[config.mk]
export PLATFORM = sky130hd
export DESIGN_NAME = stack_unit
export DESIGN_NICKNAME = d
export VERILOG_FILES = /design/src/rtl/stack_unit_pkg.sv /design/src/rtl/stack_mem.sv /design/src/rtl/stack_unit.sv
export SDC_FILE = /design/constraint.sdc
export NUM_CORES = 1
export LEC_CHECK = 0
export ABC_CLOCK_PERIOD_IN_PS = 3300
export BUFFER_PORTS_ARGS = -buffer_cell sky130_fd_sc_hd__buf_4
export CORE_ASPECT_RATIO = 0.6
export CORE_UTILIZATION = 57
export CTS_CLUSTER_DIAMETER = 40
export DETAILED_ROUTE_END_ITERATION = 8
export PLACE_DENSITY = 0.78
export REMOVE_ABC_BUFFERS = 1
export SYNTH_ARGS = -nofsm -noshare
export SYNTH_HDL_FRONTEND = slang
export SYNTH_HIERARCHICAL = 1
export SYNTH_SLANG_ARGS = --single-unit
[constraint.sdc]
create_clock -name clk -period 3.3 [get_ports clk]
set_input_delay 0.165 -clock clk [delete_from_list [all_inputs] [get_ports clk]]
set_output_delay 0.165 -clock clk [all_outputs]
set_load 0.01 [all_outputs]
[src/rtl/stack_unit_pkg.sv]
// Shared CPU package: stack geometry defaults, the pointer-width helper and the
// stack controller's operation encoding.
package stack_unit_pkg;

  localparam int DATA_W_DEF = 8;
  localparam int DEPTH_DEF  = 8;

  // The pointer holds a count of 0..DEPTH, so it needs one bit beyond the index width.
  function automatic int sp_width(input int depth);
    return $clog2(depth) + 1;
  endfunction

  // Operation decoded from the push/pop/tos strobes for one cycle.
  typedef enum logic [2:0] {
    OP_IDLE     = 3'd0,
    OP_PUSH     = 3'd1,
    OP_POP      = 3'd2,
    OP_TOS      = 3'd3,
    OP_REPLACE  = 3'd4,
    OP_TOS_PUSH = 3'd5
  } stack_op_e;

endpackage

[src/rtl/stack_mem.sv]
// Stack storage: DEPTH x DATA_W register file with one synchronous write port,
// one asynchronous read port and asynchronous clear.
module stack_mem
  import stack_unit_pkg::*;
#(
  parameter int DATA_W = DATA_W_DEF,
  parameter int DEPTH  = DEPTH_DEF,
  localparam int AW    = $clog2(DEPTH)
) (
  input  logic              clk,
  input  logic              rst,
  input  logic              i_we,
  input  logic [AW-1:0]     i_waddr,
  input  logic [DATA_W-1:0] i_wdata,
  input  logic [AW-1:0]     i_raddr,
  output logic [DATA_W-1:0] o_rdata
);

  logic [DATA_W-1:0] r_mem [DEPTH];

  // Clear every entry on reset, otherwise write one entry when enabled.
  always_ff @(posedge clk or posedge rst) begin
    if (rst) begin
      for (int i = 0; i < DEPTH; i++) begin
        r_mem[i] <= '0;
      end
    end else if (i_we) begin
      r_mem[i_waddr] <= i_wdata;
    end
  end

  assign o_rdata = r_mem[i_raddr];

endmodule

[src/rtl/stack_unit.sv]
// Hardware stack: push/pop/tos control, entry count pointer, registered read
// output and sticky overflow/underflow flags around a stack_mem register file.
module stack_unit
  import stack_unit_pkg::*;
#(
  parameter int DATA_W = DATA_W_DEF,
  parameter int DEPTH  = DEPTH_DEF,
  localparam int SPW   = sp_width(DEPTH),
  localparam int AW    = $clog2(DEPTH)
) (
  input  logic              clk,
  input  logic              rst,
  input  logic              push,
  input  logic              pop,
  input  logic              tos,
  input  logic              MtoS,
  input  logic [DATA_W-1:0] mem_data,
  input  logic [DATA_W-1:0] alu_res,
  output logic [DATA_W-1:0] stack_out,
  output logic [SPW-1:0]    sp,
  output logic              empty,
  output logic              full,
  output logic              overflow,
  output logic              underflow
);

  logic [SPW-1:0]    r_sp;
  logic [DATA_W-1:0] r_stack_out;
  logic              r_overflow;
  logic              r_underflow;

  logic              w_empty;
  logic              w_full;
  logic [DATA_W-1:0] w_src;
  logic [DATA_W-1:0] w_top;
  logic [SPW-1:0]    w_sp_m1;
  logic [AW-1:0]     w_top_idx;
  stack_op_e         w_op;

  logic              w_push_req;
  logic              w_we;
  logic [AW-1:0]     w_waddr;
  logic [SPW-1:0]    w_sp_nxt;
  logic              w_so_ld;
  logic [DATA_W-1:0] w_so_val;
  logic              w_ovf_set;
  logic              w_und_set;

  assign w_empty   = (r_sp == '0);
  assign w_full    = (r_sp == SPW'(DEPTH));
  assign w_src     = MtoS ? mem_data : alu_res;
  assign w_sp_m1   = r_sp - 1'b1;
  // Only meaningful when not empty; the read is ignored otherwise.
  assign w_top_idx = w_sp_m1[AW-1:0];

  stack_mem #(
    .DATA_W (DATA_W),
    .DEPTH  (DEPTH)
  ) u_mem (
    .clk     (clk),
    .rst     (rst),
    .i_we    (w_we),
    .i_waddr (w_waddr),
    .i_wdata (w_src),
    .i_raddr (w_top_idx),
    .o_rdata (w_top)
  );

  // Classify the strobes: pop dominates tos, and pop with push replaces the top.
  always_comb begin
    w_op = OP_IDLE;
    if (pop) begin
      w_op = push ? OP_REPLACE : OP_POP;
    end else if (tos) begin
      w_op = push ? OP_TOS_PUSH : OP_TOS;
    end else if (push) begin
      w_op = OP_PUSH;
    end
  end

  // Decide this cycle's read, write, pointer move and error flags.
  always_comb begin
    w_push_req = 1'b0;
    w_we       = 1'b0;
    w_waddr    = r_sp[AW-1:0];
    w_sp_nxt   = r_sp;
    w_so_ld    = 1'b0;
    w_so_val   = w_top;
    w_ovf_set  = 1'b0;
    w_und_set  = 1'b0;

    case (w_op)
      OP_PUSH: w_push_req = 1'b1;
      OP_POP: begin
        w_so_ld = 1'b1;
        if (w_empty) begin
          w_so_val  = '0;
          w_und_set = 1'b1;
        end else begin
          w_sp_nxt = w_sp_m1;
        end
      end
      OP_TOS, OP_TOS_PUSH: begin
        // Read sees the top as it was before any push in the same cycle.
        w_so_ld    = 1'b1;
        w_push_req = (w_op == OP_TOS_PUSH);
        if (w_empty) begin
          w_so_val  = '0;
          w_und_set = 1'b1;
        end
      end
      OP_REPLACE: begin
        if (w_empty) begin
          // Nothing to replace: the push still happens, the pop is an error.
          w_und_set  = 1'b1;
          w_push_req = 1'b1;
        end else begin
          w_so_ld = 1'b1;
          w_we    = 1'b1;
          w_waddr = w_top_idx;
        end
      end
      default: ;
    endcase

    if (w_push_req) begin
      if (w_full) begin
        w_ovf_set = 1'b1;
      end else begin
        w_we     = 1'b1;
        w_waddr  = r_sp[AW-1:0];
        w_sp_nxt = r_sp + 1'b1;
      end
    end
  end

  // Pointer, read register and sticky flags; flags clear only on reset.
  always_ff @(posedge clk or posedge rst) begin
    if (rst) begin
      r_sp        <= '0;
      r_stack_out <= '0;
      r_overflow  <= 1'b0;
      r_underflow <= 1'b0;
    end else begin
      r_sp <= w_sp_nxt;
      if (w_so_ld) r_stack_out <= w_so_val;
      if (w_ovf_set) r_overflow <= 1'b1;
      if (w_und_set) r_underflow <= 1'b1;
    end
  end

  assign stack_out = r_stack_out;
  assign sp        = r_sp;
  assign empty     = w_empty;
  assign full      = w_full;
  assign overflow  = r_overflow;
  assign underflow = r_underflow;

endmodule

==> metrics.md <==
| Metric | Value |
|---|---|
| Final slew viol count | `0` |
| Starting Density | `0.614` |
| Vias/cell | `just over 6` |
| Final ANT Viol Nets | `0` |
| Synth top area cells | `dfrtp_1 50%, mux2_2 23%, mux4_1 10%` |
| RSZ-0062 raised after global routing | `no` |
| Setup TNS | `0 ps` |
| Pwr Total | `5100 uW` |
| Share of the synthesized area in the top cell type | `0.500` |
| GRT Util Overall | `0.275` |
| Final Hold Vio Count | `0` |
| CTS H-tree lvls | `3` |
| Commonest non-fill, non-tap cell in the layout | `mux2_2` |
| Die area | `7200 um^2` |
| Initial antenna violation count | `0` |
| Synth cell types | `43` |
| Multiplexer area fraction after synthesis | `0.340` |
| Average cell area after synthesis | `around 15 um^2` |
| CTS clk-pin slew, worst paths | `around 60 ps` |
| Crit path max fanout | `8` |
| Critical Path End | `u_mem/r_mem[24]$_DFFE_PP0P_` |
| Crit path launch | `sp[1]$_DFF_PP0_` |
| XOR/XNOR Fraction of Synth Area | `0.00673` |
| Max cap viols | `0` |
| Pin count of the biggest net entering global routing | `35` |
| Synth Area in Compound Gates | `0.0477` |
| # IOs | `38` |
| Die Wd | `about 110 um` |
| Layout overhead on the synthesized area | `18.6%` |
| Yosys top cell by area | `dfrtp_1` |
| CP Data Arrival Time | `about 3200 ps` |
| Antenna Cells | `0` |
| Achievable Freq | `between 300 and 400 MHz` |
| Register area share after synthesis | `0.500` |
| Via count | `about 2,400` |
| Main synth FF type | `dfrtp_1` |
| R2R setup slack | `~280 ps` |
| CTS tree | `done` |
| Layout cells sized above 1 | `0.486` |
| Ys Warns | `6` |
| DR DRC count | `0` |
| Iteration-0 DRC Markers | `approximately 150` |
| Post-synth EDFFs | `0` |
| Total wire length | `8650 um` |
| Leak pwr | `0.00208 uW` |
| CTS Buf Count | `9` |
| Total gr overflow | `0` |
| Worst setup margin | `281 ps` |
| PwrDens | `1100 nW/um^2` |
| Largest family of logic cells by synthesized area | `multiplexers` |
| Clock tree root driver cell | `clkbuf_16` |
| Hold Crit Class | `in2reg` |
| First-pass DRT Iterations | `4` |
| Final period utilization | `0.915` |
| Die height | `~66 um` |
| Relative slew slack | `0.416` |
| Worst hold start | `tos` |
| Setup WS pre-CTS | `approximately 270 ps` |
| Yosys reg bits | `about 80` |
| FFs w/ async S/R, synth | `1.00` |
| Crit path capture type | `flip-flop` |
| Post-DP HPWL | `between 5000 and 6000 um` |
| CTS sink cnt | `78` |
| Worst R2R Start | `sp[1]$_DFF_PP0_` |
| Num rows | `22` |
| Final Core Density | `0.728` |
| Type of origin of the critical path | `flip-flop` |
| Post-synthesis adder-cell area fraction | `0.00641` |
| Routed len/inst | `between 20 and 25 um` |
| Post-Synthesis Cells | `~270` |
| Worst-Margin Slew | `around 870 ps` |
| Vias in the first global route | `approximately 2,500` |
| Cell area after synthesis | `slightly below 4000 um^2` |
| First-pass GRT wire length | `about 14,000 um` |
| Deepest clock path buffer count | `2` |
| Gp weighted congestion | `between 0.7 and 0.8` |
| R2R Path End | `u_mem/r_mem[24]$_DFFE_PP0P_` |
| Post-route cell area | `approximately 4600 um^2` |
| Commonest non-fill, non-tap cells in the layout | `80 x mux2_2, 78 x dfrtp_1, 50 x buf_4, 15 x mux4_1, 9 x clkbuf_16` |
| VDD IR max | `approximately 0.65 mV` |
| Layout net count | `334` |
| Clock Latency Late Sink | `340 ps` |
| # setup viols final | `0` |
| Postcts setup bufs | `0` |
| WS Path Type | `reg2reg` |
| Placed Area | `between 4000 and 5000 um^2` |
| # port buffers | `37` |
| Data required, critical path | `3520 ps` |
| Worst Reg-to-Reg Cells | `9` |
| Filler Cells Inserted | `about 410` |
| Core Region | `around 6400 um^2` |
| Clk_skew | `slightly above 6 ps` |
| Final worst path period need | `3020 ps` |
| Simple-Gate Fraction of Synth Area | `0.0606` |
| Status | `finished clean` |
-- layer usage --
| metal | GRT usage | share of wire | up-vias |
|---|---|---|---|
| met3 | 0.0906 | 0.070 | 11 |
| li1 | - | - | 1097 |
| met1 | 0.375 | 0.45 | 1261 |
| met2 | 0.417 | 0.46 | 61 |
| met4 | 0.0946 | 0.014 | 0 |
| met5 | 0 | 0 | - |
-- flip-flops by register name (all words and copies together) (netlist names) --
name / count
sp: 4
overflow: 1
underflow: 1
u_mem/r_mem: 64
stack_out: 8
-- critical path, stage by stage, from the launching register on --
cell and delay (ps):
dfrtp_1 490, inv_1 120, ha_1 220, buf_4 170, and3b_1 210, nor2b_1 150
nor2b_1 430, nor4bb_1 530, buf_4 240, mux2_2 340
-- cells in the mapped netlist, types with 2 or more instances --
cell type / count
nor2b_1: 4
nand2_1: 5
clkbuf_1: 4
a22o_1: 8
nor2_1: 7
nor4bb_1: 3
nand4b_1: 3
mux4_1: 15
mux2_2: 80
xnor2_1: 2
nor3_1: 2
buf_2: 7
a21oi_1: 5
buf_6: 3
nand2b_1: 3
nand3_1: 2
o21ai_0: 3
ha_1: 2
buf_8: 2
dfrtp_1: 78
inv_1: 6
-- layout make-up --
class / instances / area (um^2) / area share
Sequential cell: 78 / 1950 / 0.422
Multi-Input combinational cell: 163 / 1810 / 0.392
Tap cell: 84 / 105 / 0.0227
Timing Repair Buffer: 51 / 385 / 0.0832
Inverter: 7 / 26.3 / 0.00568
Clock inverter: 6 / 109 / 0.0235
Clock buffer: 10 / 239 / 0.0516
-- power by group --
part	switching (uW)	leakage (uW)	internal, uW
clock	381	0.000172	757
combinational	914	0.000974	1300
sequential	294	0.000935	1450
total	1590	0.00208	3510
-- cells by family after synthesis --
logic type      Yosys count
buf+inv                  25
xor+xnor                  3
fa+ha+maj                 2
mux                      97
compound gates           25
flops                    78
simple gates             36
-- through the flow --
stage | hold slack, ps | std cells
final | 121 | 399
after global routing | 136 | 399
after global placement | 301 | 382
after detailed placement | 306 | 382
after floorplan | 54.2 | 248
after CTS | 111 | 399
-- how the worst min path moves through the flow --
stage	end	slack, ps	cells past startpoint
2_1_floorplan	overflow$_DFFE_PP0P_	50	1
3_3_place_gp	u_mem/r_mem[38]$_DFFE_PP0P_	300	2
3_5_place_dp	u_mem/r_mem[38]$_DFFE_PP0P_	310	2
4_1_cts	underflow$_DFFE_PP0P_	110	3
5_1_grt	underflow$_DFFE_PP0P_	140	3
6_report	underflow$_DFFE_PP0P_	120	3
-- timing repair --
action,in CTS,in global routing
resized for setup,0,3
endpoints found under the setup margin,0,14
endpoints found under the hold margin,44,0
hold buffers,1,0
Note: power is estimated with default switching activity, not from simulation.
